### src/rtl/direction_matrix_ram.sv
// Direction memory for the Needleman-Wunsch core.
// Holds one direction symbol per cell of the (N+1)x(N+1) score matrix,
// writes the gap border itself, accepts fill-stage writes, serves debug
// reads and walks the traceback path from (N,N) to (0,0) over valid/ready.
module direction_matrix_ram #(
  parameter  int unsigned N     = 5,
  parameter  int unsigned SYM_W = 3,
  localparam int unsigned AW    = $clog2(N+1)
) (
  input  logic             clk,
  input  logic             rst,
  input  logic             init_start,
  output logic             init_done,
  input  logic             wr_en,
  input  logic [AW-1:0]    wr_i,
  input  logic [AW-1:0]    wr_j,
  input  logic [SYM_W-1:0] wr_sym,
  input  logic             rd_en,
  input  logic [AW-1:0]    rd_i,
  input  logic [AW-1:0]    rd_j,
  output logic [SYM_W-1:0] rd_sym,
  input  logic             tb_start,
  output logic             tb_busy,
  output logic             tb_valid,
  input  logic             tb_ready,
  output logic [SYM_W-1:0] tb_sym,
  output logic [AW-1:0]    tb_i,
  output logic [AW-1:0]    tb_j,
  output logic             tb_last,
  output logic             err
);

  localparam int unsigned DEPTH = (N+1)*(N+1);
  localparam int unsigned MW    = $clog2(DEPTH);
  localparam int unsigned KW    = $clog2(2*N+1);

  localparam logic [SYM_W-1:0] SYM_DIAG = SYM_W'(3'b100);
  localparam logic [SYM_W-1:0] SYM_UP   = SYM_W'(3'b010);
  localparam logic [SYM_W-1:0] SYM_LEFT = SYM_W'(3'b001);

  typedef enum logic [1:0] {S_IDLE, S_INIT, S_TB_FETCH, S_TB_OUT} state_e;

  state_e           state_q, state_d;
  logic [KW-1:0]    k_q, k_d;
  logic [AW-1:0]    ti_q, ti_d, tj_q, tj_d;
  logic [SYM_W-1:0] tsym_q;
  logic [SYM_W-1:0] rd_sym_q;
  logic             init_done_q, init_done_d;
  logic             err_q, err_d;
  logic             valid, last, bad;
  logic [AW-1:0]    ni, nj;

  logic [SYM_W-1:0] mem [DEPTH];
  logic             mem_we;
  logic [MW-1:0]    mem_waddr;
  logic [SYM_W-1:0] mem_wdata;
  int unsigned      kk;

  function automatic logic [MW-1:0] lin(input logic [AW-1:0] i, input logic [AW-1:0] j);
    lin = MW'(i) * MW'(N+1) + MW'(j);
  endfunction

  function automatic logic in_range(input logic [AW-1:0] i, input logic [AW-1:0] j);
    in_range = (i <= AW'(N)) && (j <= AW'(N));
  endfunction

  // Next-state logic, traceback move decode and handshake outputs
  always_comb begin
    state_d     = state_q;
    k_d         = k_q;
    ti_d        = ti_q;
    tj_d        = tj_q;
    err_d       = err_q;
    init_done_d = 1'b0;
    valid       = 1'b0;
    last        = 1'b0;
    bad         = 1'b0;
    ni          = ti_q;
    nj          = tj_q;
    case (state_q)
      S_IDLE: begin
        if (init_start) begin
          state_d = S_INIT;
          k_d     = '0;
          err_d   = 1'b0;
        end else if (tb_start) begin
          state_d = S_TB_FETCH;
          ti_d    = AW'(N);
          tj_d    = AW'(N);
          err_d   = 1'b0;
        end
      end
      S_INIT: begin
        if (k_q == KW'(2*N)) begin
          state_d     = S_IDLE;
          init_done_d = 1'b1;
        end else begin
          k_d = k_q + KW'(1);
        end
      end
      S_TB_FETCH: state_d = S_TB_OUT;
      S_TB_OUT: begin
        case (tsym_q)
          SYM_DIAG: begin
            if (ti_q == '0 || tj_q == '0) bad = 1'b1;
            else begin
              ni = ti_q - AW'(1);
              nj = tj_q - AW'(1);
            end
          end
          SYM_UP: begin
            if (ti_q == '0) bad = 1'b1;
            else ni = ti_q - AW'(1);
          end
          SYM_LEFT: begin
            if (tj_q == '0) bad = 1'b1;
            else nj = tj_q - AW'(1);
          end
          default: bad = 1'b1;
        endcase
        if (bad) begin
          err_d   = 1'b1;
          state_d = S_IDLE;
        end else begin
          valid = 1'b1;
          last  = (ni == '0) && (nj == '0);
          if (tb_ready) begin
            ti_d    = ni;
            tj_d    = nj;
            state_d = last ? S_IDLE : S_TB_FETCH;
          end
        end
      end
      default: state_d = S_IDLE;
    endcase
  end

  // Single write port: border init has priority, fill writes only in IDLE
  always_comb begin
    mem_we    = 1'b0;
    mem_waddr = '0;
    mem_wdata = '0;
    kk        = 32'(k_q);
    if (state_q == S_INIT) begin
      mem_we = 1'b1;
      if (kk == 0) begin
        mem_waddr = '0;
        mem_wdata = '0;
      end else if (kk <= N) begin
        mem_waddr = MW'(kk);
        mem_wdata = SYM_LEFT;
      end else begin
        mem_waddr = MW'((kk - N) * (N + 1));
        mem_wdata = SYM_UP;
      end
    end else if (state_q == S_IDLE && wr_en && in_range(wr_i, wr_j)) begin
      mem_we    = 1'b1;
      mem_waddr = lin(wr_i, wr_j);
      mem_wdata = wr_sym;
    end
  end

  // Storage array, deliberately left out of reset
  always_ff @(posedge clk) begin
    if (mem_we) mem[mem_waddr] <= mem_wdata;
  end

  // Control registers and the two registered read ports
  always_ff @(posedge clk or negedge rst) begin
    if (!rst) begin
      state_q     <= S_IDLE;
      k_q         <= '0;
      ti_q        <= '0;
      tj_q        <= '0;
      tsym_q      <= '0;
      rd_sym_q    <= '0;
      init_done_q <= 1'b0;
      err_q       <= 1'b0;
    end else begin
      state_q     <= state_d;
      k_q         <= k_d;
      ti_q        <= ti_d;
      tj_q        <= tj_d;
      init_done_q <= init_done_d;
      err_q       <= err_d;
      if (state_q == S_IDLE && rd_en)
        rd_sym_q <= in_range(rd_i, rd_j) ? mem[lin(rd_i, rd_j)] : '0;
      if (state_q == S_TB_FETCH)
        tsym_q <= mem[lin(ti_q, tj_q)];
    end
  end

  // err is raised combinationally so it is visible in the failing TB_OUT cycle
  assign err       = err_q | bad;
  assign init_done = init_done_q;
  assign rd_sym    = rd_sym_q;
  assign tb_busy   = (state_q == S_TB_FETCH) || (state_q == S_TB_OUT);
  assign tb_valid  = valid;
  assign tb_last   = last;
  assign tb_sym    = tsym_q;
  assign tb_i      = ti_q;
  assign tb_j      = tj_q;

endmodule

### config.mk
export PLATFORM = sky130hd
export DESIGN_NAME = direction_matrix_ram
export DESIGN_NICKNAME = d
export VERILOG_FILES = /design/src/rtl/direction_matrix_ram.sv
export SDC_FILE = /design/constraint.sdc
export NUM_CORES = 1
export LEC_CHECK = 0
export CORE_ASPECT_RATIO = 0.8
export CORE_MARGIN = 1
export CORE_UTILIZATION = 31
export DETAILED_ROUTE_END_ITERATION = 16
export PLACE_DENSITY = 0.46
export SLEW_MARGIN = 20
export SYNTH_ARGS = -nofsm -noshare
export SYNTH_HDL_FRONTEND = slang
export SYNTH_SLANG_ARGS = --single-unit
### constraint.sdc
create_clock -name clk -period 4.4 [get_ports clk]
set_input_delay 0.66 -clock clk [delete_from_list [all_inputs] [get_ports clk]]
set_output_delay 0.66 -clock clk [all_outputs]
set_load 0.05 [all_outputs]
==> results.txt <==
- Of the post-synthesis cell area, the dominant cell type holds 0.441.
* Average vias per placed instance: 5.30
- At the pin with the least slew margin, the transition time is 819 ps.
* Std cell rows: 50
- Combined global-route utilization of all metal layers: 0.168
- 0 antenna diodes ended up in the layout.
- Top-level I/O count: 39
- Count of cell types in the netlist: 53
* Summed instance area of the synthesized netlist: 7350 um2
* Clock-pin slew of the registers on the worst-case setup and hold paths: 60 ps
- In this run the power density over the cells is 745 nW/um2.
- TritonCTS built the clock tree.
- The count of endpoints failing hold in the final timing report was 0.
- The most used flip-flop cell after synthesis is sky130_fd_sc_hd__edfxtp_1.
- Of the total power, the share spent switching nets is 0.413.
* Post-synth EDFFs: 108
* Buffer cell driving the clock tree root: sky130_fd_sc_hd__clkbuf_16
- DRT antenna net count: 0
- Initial antenna violation count: 0
- Sequential-to-total area share from yosys stat: 0.509
* Maximum clock frequency: 253 MHz
- Synthesis handed over a netlist of 537 instances.
- Path type of the worst setup path: register to primary output
- The layout has 2213 filler cells.
- Net switching power figure: 2670 uW
- Maximum clock insertion buffer count: 2
- Number of remaining DRC errors: 0
* Ratio of cells with drive above 1 in the final layout: 0.192
- The die covers 24300 um2.
- The number of global-route vias before repair was 4853.
- The run finished with clean final reports.
* Area of the placeable core: 23300 um2
- Once the clock tree was built, the setup fixing pass inserted 0 buffers.
- Seq cells post-synth: 128
- Setup skew after layout: 10.1 ps
- The worst setup path is launched from a register.
- The finished cells cover 8650 um2.
- Time the worst path needs with I/O delays and setup: 3950 ps
- CTS Buf Count: 17
* Final HPWL DP: 14.6 mm
- In the synthesized netlist the async set-or-reset flop fraction comes to 0.156.
- Max-cap violations in this run came to 0.
* Resized cells post-CTS: 0
- The first global-routing pass estimated 30.0 mm of wire.
* Wire length after detailed routing: 19.7 mm
- DP Area: 8080 um2
- Critical path endpoint category: primary output
* Via total after detailed routing: 4792
- In the final routed layout, each cell accounts on average for 21.8 um.
- Post-CTS Hold Buffers: 0
- Counting every net in the synthesized netlist gives 594.
* Final setup vio count: 0
- The net count of the finished layout is 637.
- At the end of the flow the core is filled with cells to 0.371.
- In this run the number of H-tree levels came out at 4.
* Static leakage: 0.00311 uW
* Top fanout value on the critical path: 9
- Pwr Total: 6450 uW
* Worst EP required: 3740 ps
* Synth area leaders: sky130_fd_sc_hd__edfxtp_1 (44%), sky130_fd_sc_hd__mux4_2 (17%), sky130_fd_sc_hd__dfrtp_1 (6.8%)
- Unrepaired setup endpoints after global routing: no
- Entering global routing, the biggest net connects 37 pins.
- Mean instance size in the synthesized netlist: 13.7 um2
- Of the total power, registers draw 0.298.
* Cell-internal power: 3780 uW
* Portion of total power attributed to combinational logic: 0.492
- After routing, the total negative slack on setup checks comes to 0 ps.
- Die X: 174 um
- Hold timing on the final database bottoms out at a slack of 203 ps.
- For this run, the number of Yosys warnings is 0.
- The area growth from synthesis to layout is 17.7%.
- Cell type with the highest aggregate area in the netlist: sky130_fd_sc_hd__edfxtp_1
* Share of power burned in the clock network: 0.210
* 1st-iter DRT viols: 455
- The number of pins exceeding their max-slew limit in the final report was 0.
- For the worst-skew pair, the clock arrives at the later sink with an insertion delay of 410 ps.
- Vertical die dimension: 140 um
- At the end of routability-driven placement, the weighted congestion stood at 0.857.
- The initial utilization of the core area, before any placement, comes to 0.315.
- Worst IR drop on VDD: 0.000509 V
- Data on the critical path arrives at its endpoint at 3290 ps.
* GR Overflow Total: 0
* Count of clock tree sinks: 128
- The tightest min-delay check is of the input pin to asynchronous set/reset pin type.
* First-pass iteration count of the detailed router: 5
- Port buffering added 38 buffers.
- Slew Limit Headroom: 0.452
- Period utilization: 0.899
[registers in the layout, summed over array words and instances, names as in the netlist]
| name | count |
|---|---|
| mem | 108 |
| k_q | 4 |
| rd_sym | 3 |
| tb_i | 3 |
| tb_j | 3 |
| tb_sym | 3 |
| state_q | 2 |
| err_q | 1 |
| init_done | 1 |
[through the flow]
stage	setup slack (ps)	cells
2_1_floorplan	57.4	537
3_3_place_gp	609	873
3_5_place_dp	510	873
4_1_cts	492	905
5_1_grt	262	905
6_report	445	905
[per-layer routing]
layer	vias to the layer above	GRT usage	wire length (um)
met5	-	0	0
met3	7	0.0475	1290
met4	0	0.0365	120
met2	145	0.247	8760
met1	2477	0.244	9530
li1	2163	-	-
[cells in the mapped netlist, types with 5 or more instances]
master                     instances
sky130_fd_sc_hd__a211oi_1          9
sky130_fd_sc_hd__nand2_1          35
sky130_fd_sc_hd__ha_1             28
sky130_fd_sc_hd__xor2_1            6
sky130_fd_sc_hd__nor2_2            8
sky130_fd_sc_hd__a22oi_1           5
sky130_fd_sc_hd__buf_2             9
sky130_fd_sc_hd__mux4_2           54
sky130_fd_sc_hd__mux2_2            6
sky130_fd_sc_hd__a22o_1            6
sky130_fd_sc_hd__o22ai_1           6
sky130_fd_sc_hd__o21ai_0          14
sky130_fd_sc_hd__inv_1            25
sky130_fd_sc_hd__xnor2_1          12
sky130_fd_sc_hd__a21oi_1          20
sky130_fd_sc_hd__dfrtp_1          20
sky130_fd_sc_hd__edfxtp_1        108
sky130_fd_sc_hd__a21o_1           10
sky130_fd_sc_hd__nand3_1           5
sky130_fd_sc_hd__nor2b_1          12
sky130_fd_sc_hd__nor3_1            5
sky130_fd_sc_hd__nor2_1           46
sky130_fd_sc_hd__clkbuf_1         14
sky130_fd_sc_hd__mux2i_1          16
sky130_fd_sc_hd__fa_1              7
[area by class of cell]
cell class / count / area (um2) / area share
Tap cell: 312 / 390 / 0.0451
Inverter: 25 / 93.8 / 0.0108
Multi-Input combinational cell: 359 / 3400 / 0.393
Clock inverter: 5 / 50.0 / 0.00578
Sequential cell: 128 / 3740 / 0.433
Timing Repair Buffer: 49 / 450 / 0.0520
Clock buffer: 27 / 524 / 0.0606
[power groups by stage]
stage / combinational (uW) / clock, uW / sequential [uW]
after floorplan: 2100 / 0 / 1960
after global placement: 3160 / 0 / 1940
after detailed placement: 3180 / 0 / 1940
after CTS: 3190 / 1370 / 1920
after global routing: 3410 / 1420 / 1950
final: 3170 / 1350 / 1920
[kinds of logic (layout without fill, tap and decap cells)]
group | after synthesis | after routing | share of synthesized area
AO/OA/AOI/OAI | 97 | 97 | 0.0914
flip-flops | 128 | 128 | 0.509
buffers and inverters | 50 | 106 | 0.0291
multiplexers | 76 | 76 | 0.196
XOR/XNOR | 18 | 18 | 0.0214
adder cells (fa/ha/maj) | 35 | 35 | 0.0667
AND/OR/NAND/NOR | 133 | 133 | 0.0858
[placed cells by master, fill, tap and decap left out, drive strengths merged, types with 20 or more instances in the layout]
master,netlist,routed
nand2,35,35
clkbuf,14,27
edfxtp,108,108
ha,28,28
clkdlybuf4s50,0,35
dfrtp,20,20
nor2,54,54
mux4,54,54
a21oi,21,21
inv,25,25
[path summary, 6_finish.rpt]
kind	slack [ps]	endpoint	depth (start not counted)	from
setup / recovery	450	tb_valid	8	tb_i[0]
hold / removal	200	k_q[3]	1	rst
setup reg to reg	790	mem[14][1]	10	k_q[0]
hold reg to reg	480	rd_sym[2]	2	rd_sym[2]
max in group asynchronous	3850	rd_sym[1]	1	rst
min in group clk	480	rd_sym[2]	2	rd_sym[2]
[critical path, stage by stage (launching register included)]
cell and delay, ps:
sky130_fd_sc_hd__dfrtp_1 490, sky130_fd_sc_hd__inv_1 140, sky130_fd_sc_hd__ha_1 230, sky130_fd_sc_hd__nor2b_1 180, sky130_fd_sc_hd__nor3b_1 410, sky130_fd_sc_hd__nand2_1 200, sky130_fd_sc_hd__o21a_1 260, sky130_fd_sc_hd__nor2_1 160
sky130_fd_sc_hd__clkdlybuf4s50_1 810
Note: power is estimated with default switching activity, not from simulation.
